## config.mk

```make
export PLATFORM = sky130hd
export DESIGN_NAME = lcd_write_sequencer
export DESIGN_NICKNAME = d
export VERILOG_FILES = /design/src/rtl/lcd_pkg.sv /design/src/rtl/lcd_write_sequencer.sv
export SDC_FILE = /design/constraint.sdc
export NUM_CORES = 1
export LEC_CHECK = 0
export CAP_MARGIN = 10
export CORE_UTILIZATION = 50
export CTS_BUF_LIST = sky130_fd_sc_hd__clkbuf_4 sky130_fd_sc_hd__clkbuf_8 sky130_fd_sc_hd__clkbuf_16
export DETAILED_ROUTE_END_ITERATION = 8
export DONT_BUFFER_PORTS = 1
export SYNTH_ARGS = -nofsm -noshare
export SYNTH_HDL_FRONTEND = slang
export SYNTH_SLANG_ARGS = --single-unit
```

## constraint.sdc

```tcl
create_clock -name clk -period 3.5 [get_ports clk]
set_input_delay 0.35 -clock clk [delete_from_list [all_inputs] [get_ports clk]]
set_output_delay 0.35 -clock clk [all_outputs]
set_load 0.05 [all_outputs]
```

## src/rtl/lcd_pkg.sv

```systemverilog
// Shared definitions for the 8080-style LCD write path: bus width, RS encodings,
// sequencer state encoding and a small helper for sizing the phase counter.
package lcd_pkg;

  localparam int   LCD_DB_W    = 16;
  localparam logic LCD_RS_CMD  = 1'b0;
  localparam logic LCD_RS_DATA = 1'b1;

  typedef enum logic [2:0] {
    ST_IDLE,
    ST_SETUP,
    ST_STROBE,
    ST_HOLD,
    ST_OPEN
  } lcd_seq_state_t;

  function automatic int lcd_max3(input int a, input int b, input int c);
    int m;
    m = (a > b) ? a : b;
    return (m > c) ? m : c;
  endfunction

endpackage

```

## src/rtl/lcd_write_sequencer.sv

```systemverilog
// Turns valid/ready beats into RS/CS/WR/DB write cycles with programmable setup,
// strobe and hold phases; not-last beats keep CS low so pixel bursts stream.
module lcd_write_sequencer
  import lcd_pkg::*;
#(
  parameter int SETUP_CYC = 1,
  parameter int PULSE_CYC = 2,
  parameter int HOLD_CYC  = 1
) (
  input  logic                clk,
  input  logic                in_reset,
  input  logic                req_valid,
  output logic                req_ready,
  input  logic                req_rs,
  input  logic [LCD_DB_W-1:0] req_data,
  input  logic                req_last,
  output logic                busy,
  output logic                out_rs,
  output logic                out_cs,
  output logic                out_wr,
  output logic [LCD_DB_W-1:0] out_db
);

  localparam int CNT_W = $clog2(lcd_max3(SETUP_CYC, PULSE_CYC, HOLD_CYC) + 1);

  lcd_seq_state_t      state_q;
  logic [CNT_W-1:0]    cnt_q;
  logic                last_q;
  logic                cs_q;
  logic                wr_q;
  logic                rs_q;
  logic [LCD_DB_W-1:0] db_q;

  logic setup_done;
  logic pulse_done;
  logic hold_done;
  logic accept;

  assign setup_done = (cnt_q == CNT_W'(SETUP_CYC - 1));
  assign pulse_done = (cnt_q == CNT_W'(PULSE_CYC - 1));
  assign hold_done  = (cnt_q == CNT_W'(HOLD_CYC - 1));

  // A new beat may start only from an idle/open bus or in the last hold cycle of a burst beat.
  assign req_ready = (state_q == ST_IDLE) || (state_q == ST_OPEN) ||
                     ((state_q == ST_HOLD) && hold_done && !last_q);
  assign busy      = (state_q != ST_IDLE);
  assign accept    = req_valid && req_ready;

  // NOTE: the bus pins are reset asynchronously with the state, so a write in
  // progress is abandoned at once and WR/CS never linger low during reset.
  always_ff @(posedge clk or negedge in_reset) begin
    if (!in_reset) begin
      state_q <= ST_IDLE;
      cnt_q   <= '0;
      last_q  <= 1'b1;
      cs_q    <= 1'b1;
      wr_q    <= 1'b1;
      rs_q    <= LCD_RS_CMD;
      db_q    <= '0;
    end else if (accept) begin
      // RS/DB only ever change here, so they are stable around every WR pulse.
      state_q <= ST_SETUP;
      cnt_q   <= '0;
      last_q  <= req_last;
      rs_q    <= req_rs;
      db_q    <= req_data;
      cs_q    <= 1'b0;
      wr_q    <= 1'b1;
    end else begin
      // NOTE: non-blocking assignments throughout, so every branch reads the
      // pre-edge values of cnt_q/last_q regardless of statement order.
      case (state_q)
        ST_SETUP: begin
          if (setup_done) begin
            state_q <= ST_STROBE;
            cnt_q   <= '0;
            wr_q    <= 1'b0;
          end else begin
            cnt_q <= cnt_q + CNT_W'(1);
          end
        end
        ST_STROBE: begin
          if (pulse_done) begin
            state_q <= ST_HOLD;
            cnt_q   <= '0;
            wr_q    <= 1'b1;
          end else begin
            cnt_q <= cnt_q + CNT_W'(1);
          end
        end
        ST_HOLD: begin
          if (hold_done) begin
            state_q <= last_q ? ST_IDLE : ST_OPEN;
            cnt_q   <= '0;
            cs_q    <= last_q;
          end else begin
            cnt_q <= cnt_q + CNT_W'(1);
          end
        end
        default: ;
      endcase
    end
  end

  assign out_cs = cs_q;
  assign out_wr = wr_q;
  assign out_rs = rs_q;
  assign out_db = db_q;

endmodule

```

# --- Word level (Yosys, flattened, before mapping) ---
# Cells that the tools add are included.
classes:
  n_addsub: 1
  n_eq_ne: 8
  n_mux: 17
  n_reduce_logical: 18
ops:
  columns: ["operator", "count"]
  rows:
  - ["2-to-1 mux 3 bit", 5]
  - ["!= test 3 bit, second input constant", 3]
  - ["one-hot mux 3 bit (3 select lines)", 1]
  - ["nonzero test 3 bit", 3]
  - ["== test 3 x 2 -> 1 bit, second input constant", 2]
  - ["2-to-1 mux 1 bit", 6]
  - ["2-to-1 mux 2 bit", 3]
  - ["one-hot mux 2 bit (2 select lines)", 1]
  - ["AND reduction 4 bit", 1]
  - ["nonzero test 2 bit", 2]
  - ["nonzero test 4 bit", 1]
  - ["== test 3 x 1 -> 1 bit, second input constant", 1]
  - ["== test 3 bit, second input constant", 1]
  - ["logical AND 1 bit", 3]
  - ["zero test 3 bit", 1]
  - ["AND reduction 3 bit", 1]
  - ["adder 2 x 1 -> 2 bit, second input constant", 1]
  - ["== test 2 x 1 -> 1 bit, second input constant", 1]
  - ["zero test 2 bit", 1]
  - ["logical OR 1 bit", 2]
  - ["one-hot mux 1 bit (2 select lines)", 1]
  - ["AND reduction 2 bit", 1]
  - ["OR reduction 2 bit", 1]
  - ["zero test 1 bit", 1]
totals:
  regBits: 25
  in_bits: 21
  out_inout_bits: 21
  wordCells: 51

# --- Longest topological paths before layout ---
# Gate-level depths: netlist of run 1.
depth:
  word_depth: 7
  ltp_mapped: 7
  mapped_depth_nobuf: 6

# --- Least setup slack after synthesis of run 1 ---
# Ideal clock, no wire load.
synth_path:
  path_kind: "flip-flop to output port"
  from: "reg cnt_q[0]"
  to: "out req_ready"
  arrival_ns: 1.396
  t_required_ns: 3.150
  slack_ns: 1.754
  stages_incl_launch_ff: 7
  n_path_buf: 1
  path_cell_list: "dfrtp_1 inv_1 ha_1 nand3b_4 o22a_1 buf_4 inv_2"
synth_via:
  elab_chain_cells: 4
synth_lines:
  columns: ["element", "line_no", "text"]
  rows:
  - ["start: declaration", "lcd_write_sequencer.sv:27", "logic [CNT_W-1:0] cnt_q;"]
  - ["start signal: assignment", "lcd_write_sequencer.sv:79", "cnt_q <= cnt_q + CNT_W'(1);"]
  - ["start signal: assignment", "lcd_write_sequencer.sv:88", "cnt_q <= cnt_q + CNT_W'(1);"]
  - ["start signal: assignment", "lcd_write_sequencer.sv:97", "cnt_q <= cnt_q + CNT_W'(1);"]
  - ["zero test 2 bit", "lcd_write_sequencer.sv:41", "assign hold_done = (cnt_q == CNT_W'(HOLD_CYC - 1));"]
  - ["logical AND 1 bit (2 in series)", "lcd_write_sequencer.sv:45", "((state_q == ST_HOLD) && hold_done && !last_q);"]
  - ["logical OR 1 bit", "lcd_write_sequencer.sv:44", "assign req_ready = (state_q == ST_IDLE) || (state_q == ST_OPEN) ||"]
  - ["end: declaration", "lcd_write_sequencer.sv:13", "output logic req_ready,"]
# Every way passes these cells.

# --- Final worst setup path of run 1 ---
# Ends and elaborated chain as after synthesis.

==> metrics.md, run 1 <==
| Metric | Value |
|---|---|
| Outcome | `finished clean` |
| Die Y | `~52 um` |
| Final wirelength | `2.65 mm` |
| CTS tree | `yes` |
| Top_reg_cell synth | `dfrtp_1` |
| Crit path setup slack, layout | `~1.0 ns` |
| CTS Buf Count | `3` |
| CP peak stage delay | `between 0.5 and 0.6 ns` |
| Number of nets in the layout | `150` |
| Post-synthesis sequential area ratio | `49.7%` |
| CP max stage cell | `o22a_1` |
| Ports | `42` |
| Post-detail-place hpwl | `1.79 mm` |
| Via count | `964` |
| RSZ-0062 raised after global routing | `false` |
| # H-tree levels | `1` |
| ANT cells | `0` |
| Syn Nets | `about 150` |
| Port bufs | `0` |
| Grt ovf | `0` |
| Antenna violations before repair | `0` |
| Crit path buf inv count | `2` |
| Clock Path Buffers | `2` |
| Final slew viol count | `0` |
| Minimum clock period | `2.50 ns` |
| CORE AREA | `approximately 0.0023 mm2` |
| YS warnings | `0` |
| Tcrit/Tclk final | `71.4%` |
| Largest area contributor in the netlist | `dfrtp_1` |
| Final setup TNS | `0 ns` |
| # setup viols final | `0` |
| Avg Inst Size Synth | `a little under 10 um2` |
| Routability cong. | `between 0.8 and 0.9` |
| Site row count | `17` |
| Crit path capture type | `primary output` |
| Gr usage total | `21.6%` |
| Clk_lat worst skew | `0.32 ns` |
| Critical path startpoint category | `register` |
| Clock sink total | `25` |
| Cells after Synth | `129` |
| Clock root buffer | `clkbuf_4` |
| Delay-heaviest family, CP | `compound AO/OA/AOI/OAI gates` |
| Final Skew | `~0.0021 ns` |
| Synth cell types | `38` |
| Die area | `0.00274 mm2` |
| Worst rel slew slack | `26.5%` |
| Commonest cells in the netlist | `nand2_1, dfrtp_1, o22ai_1` |
| Seq cells post-synth | `25` |
| Post-place setup slack | `~1.3 ns` |
| Die W | `around 52 um` |
| Most common cell in the synthesized netlist | `nand2_1` |
| Reg clk slew, reported paths | `roughly 0.14 ns` |
| Resized cells post-CTS | `0` |
| Area of the mapped netlist | `0.00127 mm2` |
| Initial DRC count | `12` |
| Initial Util | `55.2%` |
| Worst hold-check path type | `in -> reg` |
| Remaining DRCs | `0` |
| Share of the synthesized area in the top cell type | `43.4%` |
| Drt pass-1 iters | `4` |
| Largest net degree at the start of global routing | `26` |
| Share of cells above drive strength 1 | `10.4%` |
| WP data arrival | `approximately 2.2 ns` |
| Antenna viol nets, final | `0` |
| Synth-to-layout area growth | `0.493%` |
| Crit Path Max Fanout | `18` |
| Synth top area cells | `dfrtp_1, nand2_1, o22ai_1` |
| Slew of the pin with the lowest slew margin | `1.10 ns` |
| Vias per inst | `6.30` |
| F_max | `400 MHz` |
| First-pass GRT wire length | `approximately 4.3 mm` |
| FFs w/ async S/R, synth | `100%` |
| Data required time of the worst path | `approximately 3.2 ns` |
| Max Cap Violations | `0` |
| CP Class | `reg -> out` |
| Vias in the first global route | `924` |
| Hold Vio Cnt, Final | `0` |
| Post-synth EDFFs | `0` |
| Avg WL per Cell | `~17 um` |
| Crit-path cells | `inv_1, ha_1, nand3b_4, o22a_1, inv_2` |
-- registers in the layout, summed over array words and instances (netlist names) --
signal,cells
out_db,16
state_q,3
cnt_q,2
last_q,1
out_cs,1
out_rs,1
out_wr,1
-- final timing paths --
| kind | slack (ns) | from | depth (start not counted) | end |
|---|---|---|---|---|
| min in group asynchronous | 0.67 | in_reset | 1 | out_db[0] |
| max in group asynchronous | 2.19 | in_reset | 1 | cnt_q[1] |
| setup reg to reg | 1.29 | cnt_q[0] | 6 | out_cs |
| hold / removal | 0.07 | req_valid | 1 | out_cs |
| hold reg to reg | 0.57 | cnt_q[1] | 1 | cnt_q[1] |
| setup / recovery | 1.00 | cnt_q[0] | 5 | req_ready |
-- logic make-up after synthesis --
logic type                 share of synthesized area [%]
DFF                                                 49.7
buffers and inverters                               7.01
and+or+nand+nor                                     19.9
muxes                                               1.78
adders and majority gates                           2.96
AOI/OAI and AO/OA                                   18.7
-- layout by cell type (no fill, tap or decap), drive strengths merged, types with 2 or more instances in the layout --
cell type,count
nor3,2
clkbuf,3
mux2,2
inv,6
dfrtp,22
o311ai,2
nand2b,2
ha,3
or3b,2
nor2,3
nand2,37
o22ai,17
nand3,2
o211a,2
dfstp,3
-- per-stage QoR --
step,cells,cell area [um2],util (%),hold WS (ns)
6_report,153,1270,55.4,0.0653
5_1_grt,153,1270,55.4,0.0602
4_1_cts,153,1270,55.4,0.0655
3_5_place_dp,148,1240,53.8,0.0549
3_3_place_gp,148,1240,53.8,0.0549
2_1_floorplan,129,1270,-,0.0544
-- area by class of cell --
class,count,area [um2]
inverters,6,22.5
clock buffers,3,22.5
repair buffers,1,10.0
well taps,28,35.0
flip-flops and latches,25,629
multi-input cells,89,549
clock inverters,1,5.00
fillers,223,1020
-- per-layer routing --
layer | GRT usage, % | share of wire (%) | vias to the layer above
met5 | 0 | 0 | -
met4 | 7.89 | 1.2 | 0
li1 | - | - | 442
met1 | 28.9 | 44 | 462
met3 | 4.93 | 8.5 | 4
met2 | 34.0 | 47 | 56
-- worst reg2reg max path, stage by stage, from the launching register on --
cell      delay [ns]
dfrtp_1         0.43
inv_1           0.08
ha_1            0.30
nand3b_4        0.15
o22a_1          0.58
inv_2           0.28
a211oi_1        0.31
-- repair_timing --
| item | in CTS | in global routing |
|---|---|---|
| setup buffers | 0 | 0 |
| hold buffers | 1 | 0 |
| endpoints found under the hold margin | 25 | 0 |
Power of run 1 is left out: the tool's default activity adds up to more than one toggle a clock period on the data nets, which glitch-free logic cannot reach.
==> run 2: changes to the inputs <==
Settings changed: ABC_AREA from default to 1.
Clock period 3.5 ns to 2.3 ns, I/O delays scaled along.
==> run 2 against run 1 <==
Net effect: clock-buffer cell count grew 1; largest cell class unchanged; die area fell by 5.3%; critical path depth stayed put; final cell count rose by 10%; global-route usage shrank 1.2 points; clock skew decreased by 0.00052 ns; sequential share of layout area is 0.39 points higher; cell area shrank 0.79%; critical path type unchanged; first-iteration DRC count is 50% higher; register-to-register slack worse by 0.62 ns; non-clock buffer count is 2 higher; routed wire length decreased by 14%.
==> metrics.md, run 2 <==
| Metric | Value |
|---|---|
| FFs w/ async S/R, synth | `100% (unchanged)` |
| Avg WL per Cell | `13.5 um (-22%)` |
| Initial DRC count | `18 (+6)` |
| Ports | `42 (unchanged)` |
| Initial Util | `53.6% (-1.6 points)` |
| Setup Buffers After CTS | `0 (unchanged)` |
| Site row count | `17 (unchanged)` |
| CP Class | `reg -> out` |
| WP data arrival | `1.62 ns (-0.53 ns)` |
| Remaining DRCs | `0 (unchanged)` |
| # H-tree levels | `1 (unchanged)` |
| Routed met2 length | `1.12 mm (-9.6%)` |
| Synth top area cells | `dfrtp_1, nand2_1, nand3_1` |
| Data required time of the worst path | `2.07 ns (-1.08 ns)` |
| Outcome | `finished clean` |
| Most frequent cells in the layout | `nand2_1, dfrtp_1, nand3_1` |
| Final setup TNS | `0 ns (unchanged)` |
| Area of the mapped netlist | `0.00120 mm2 (-5.5%)` |
| Number of nets in the layout | `166 (+11%)` |
| Minimum clock period | `~1.8 ns` |
| Reg clk slew, reported paths | `0.13 ns (about the same)` |
| ANT cells | `0 (unchanged)` |
| Post-synth EDFFs | `0 (unchanged)` |
| Worst hold-check path type | `in -> reg` |
| CORE AREA | `0.00223 mm2 (-2.8%)` |
| Metal3 WL | `101 um (-55%)` |
| CTS Buf Count | `3 (unchanged)` |
| Power per Cell Area | `518 mW/mm2` |
| Share of cells above drive strength 1 | `12.8% (+2.4 points)` |
| F_max | `~540 MHz` |
| Max Used Layer | `met4` |
| Gr usage total | `20.4% (-1.2 points)` |
| Seq cells post-synth | `25 (unchanged)` |
| Reg2reg end | `state_q[2]` |
| Port bufs | `0 (unchanged)` |
| Max IR drop VDD | `396 uV` |
| Die area | `0.00259 mm2 (-5.3%)` |
| Resized cells post-CTS | `0 (unchanged)` |
| Final wirelength | `2.28 mm (-14%)` |
| Grt ovf | `0 (unchanged)` |
| # setup viols final | `0 (unchanged)` |
| Critical path startpoint category | `register` |
| Worst rel slew slack | `64.5% (+38 points)` |
| Layout filler cell count | `218 (-2.2%)` |
| Largest area contributor in the netlist | `dfrtp_1` |
| Share of the synthesized area in the top cell type | `46.0% (+2.5 points)` |
| CTS tree | `yes` |
| CP endpoint | `req_ready` |
| Clock sink total | `25 (unchanged)` |
| Post-detail-place hpwl | `1.58 mm (-12%)` |
| Most common cell in the synthesized netlist | `nand2_1` |
| Drt pass-1 iters | `4 (unchanged)` |
| M1 WL | `1.04 mm (-9.8%)` |
| Dpl cell area | `0.00120 mm2 (-2.6%)` |
| Static leakage | `between 0.6 and 0.7 nW` |
| Tcrit/Tclk final | `80.4%` |
| Power Total | `0.655 mW` |
| Vias per inst | `5.37 (-15%)` |
| Die W | `50.9 um (-2.7%)` |
| Worst r2r src | `cnt_q[0]` |
| First-pass GRT wire length | `3.89 mm (-9.5%)` |
| Final Skew | `0.00160 ns (-0.000517 ns)` |
| Hold Vio Cnt, Final | `0 (unchanged)` |
| Clk_lat worst skew | `0.31 ns (about the same)` |
| Max Cap Violations | `0 (unchanged)` |
| Critical path launch point | `cnt_q[0]` |
| R2R Setup Slk | `0.67 ns (-0.62 ns)` |
| Crit path capture type | `primary output` |
| Vias in the first global route | `920 (-0.43%)` |
| Routability cong. | `0.798 (-3.7%)` |
| Antenna viol nets, final | `0 (unchanged)` |
| Commonest cells in the netlist | `nand2_1, dfrtp_1, nand3_1` |
| Area of the multi-input gates | `498 um2 (-9.3%)` |
| Most common cell after layout, fill and taps aside | `nand2_1` |
| Synth cell types | `24 (-37%)` |
| Via count | `907 (-5.9%)` |
| Die Y | `50.9 um (-2.7%)` |
| Sequential cell area | `629 um2 (unchanged)` |
| Syn Nets | `164 (+7.2%)` |
| Crit Path Max Fanout | `16 (-2)` |
| Cells after Synth | `140 (+8.5%)` |
| Post-route cell area | `0.00126 mm2 (-0.79%)` |
| Worst r2r path cells | `9 (+3)` |
| Slew of the pin with the lowest slew margin | `0.530 ns (-0.568 ns)` |
| Clock root buffer | `clkbuf_4` |
| Avg Inst Size Synth | `8.55 um2 (-13%)` |
| YS warnings | `0 (unchanged)` |
| CTS hold repair buffers | `2 (+1)` |
| Largest net degree at the start of global routing | `26 (unchanged)` |
| Clock Path Buffers | `2 (unchanged)` |
| Max reg flops | `16 (unchanged)` |
| Post-synthesis sequential area ratio | `52.6% (+2.9 points)` |
| Synth-to-layout area growth | `5.54%` |
| Top_reg_cell synth | `dfrtp_1` |
| RSZ-0062 raised after global routing | `false` |
| Antenna violations before repair | `0 (unchanged)` |
| Final slew viol count | `0 (unchanged)` |
## run 2: cell types whose count changed in the layout (fill, tap and decap cells not counted), sizes merged, moves of 3 or more
cell   before  now
o22ai      17    0
o21ai       1    4
inv         6    9
nand2      37   57
nand3       2   23
## run 2: per-stage QoR
| step | setup slack, ns | hold WS, ns | instances | util (%) |
|---|---|---|---|---|
| floorplan | 0.885 | -0.0656 | 140 | - |
| finish | 0.451 | 0.0335 | 169 | 56.6 |
| detailed placement | 0.697 | -0.0650 | 163 | 53.9 |
| global route | 0.325 | 0.0219 | 169 | 56.6 |
| CTS | 0.432 | 0.0291 | 169 | 56.6 |
| global placement | 0.753 | -0.0651 | 163 | 53.9 |
## run 2: worst min-delay path by stage
stage / startpoint / endpoint / slack, ns / cells after the start
final: req_last / last_q / 0.03 / 2
after global routing: req_data[7] / out_db[7] / 0.02 / 2
after CTS: req_last / last_q / 0.03 / 2
after detailed placement: in_reset / cnt_q[1] / -0.07 / 0
after global placement: in_reset / cnt_q[1] / -0.07 / 0
after floorplan: in_reset / cnt_q[0] / -0.07 / 0
## run 2: logic make-up after synthesis
family	share of synthesized area [%]
adders and majority gates	3.14
AOI/OAI and AO/OA	5.64
and+or+nand+nor	32.8
buffers and inverters	5.85
DFF	52.6
## run 2: metal layers
layer  vias to the layer above  global-route usage, %
met1                       428                   26.1
met2                        20                   33.6
li1                        457                      -
met5                         -                      0
met4                         0                   8.33
met3                         2                   4.17
## run 2: power by group
| part | internal, mW | switching [mW] |
|---|---|---|
| logic | 0.00477 | 0.00880 |
| clock network | 0.0795 | 0.122 |
| registers | 0.440 | 0 |
## run 2: cell type report
cell class	count	share of cell area (%)
clock buffer	4	2.38
inverter	9	2.67
multi-input combinational	100	39.4
tap	28	2.77
sequential	25	49.8
timing repair buffer	3	2.97
## run 2: critical path, stage by stage, from the launching register on
cell and delay (ns):
dfrtp_1 0.43, inv_1 0.10, ha_1 0.20, nand3_2 0.10, nand2_2 0.15, buf_4 0.32
No activity file was read; power rests on OpenSTA's default activity.
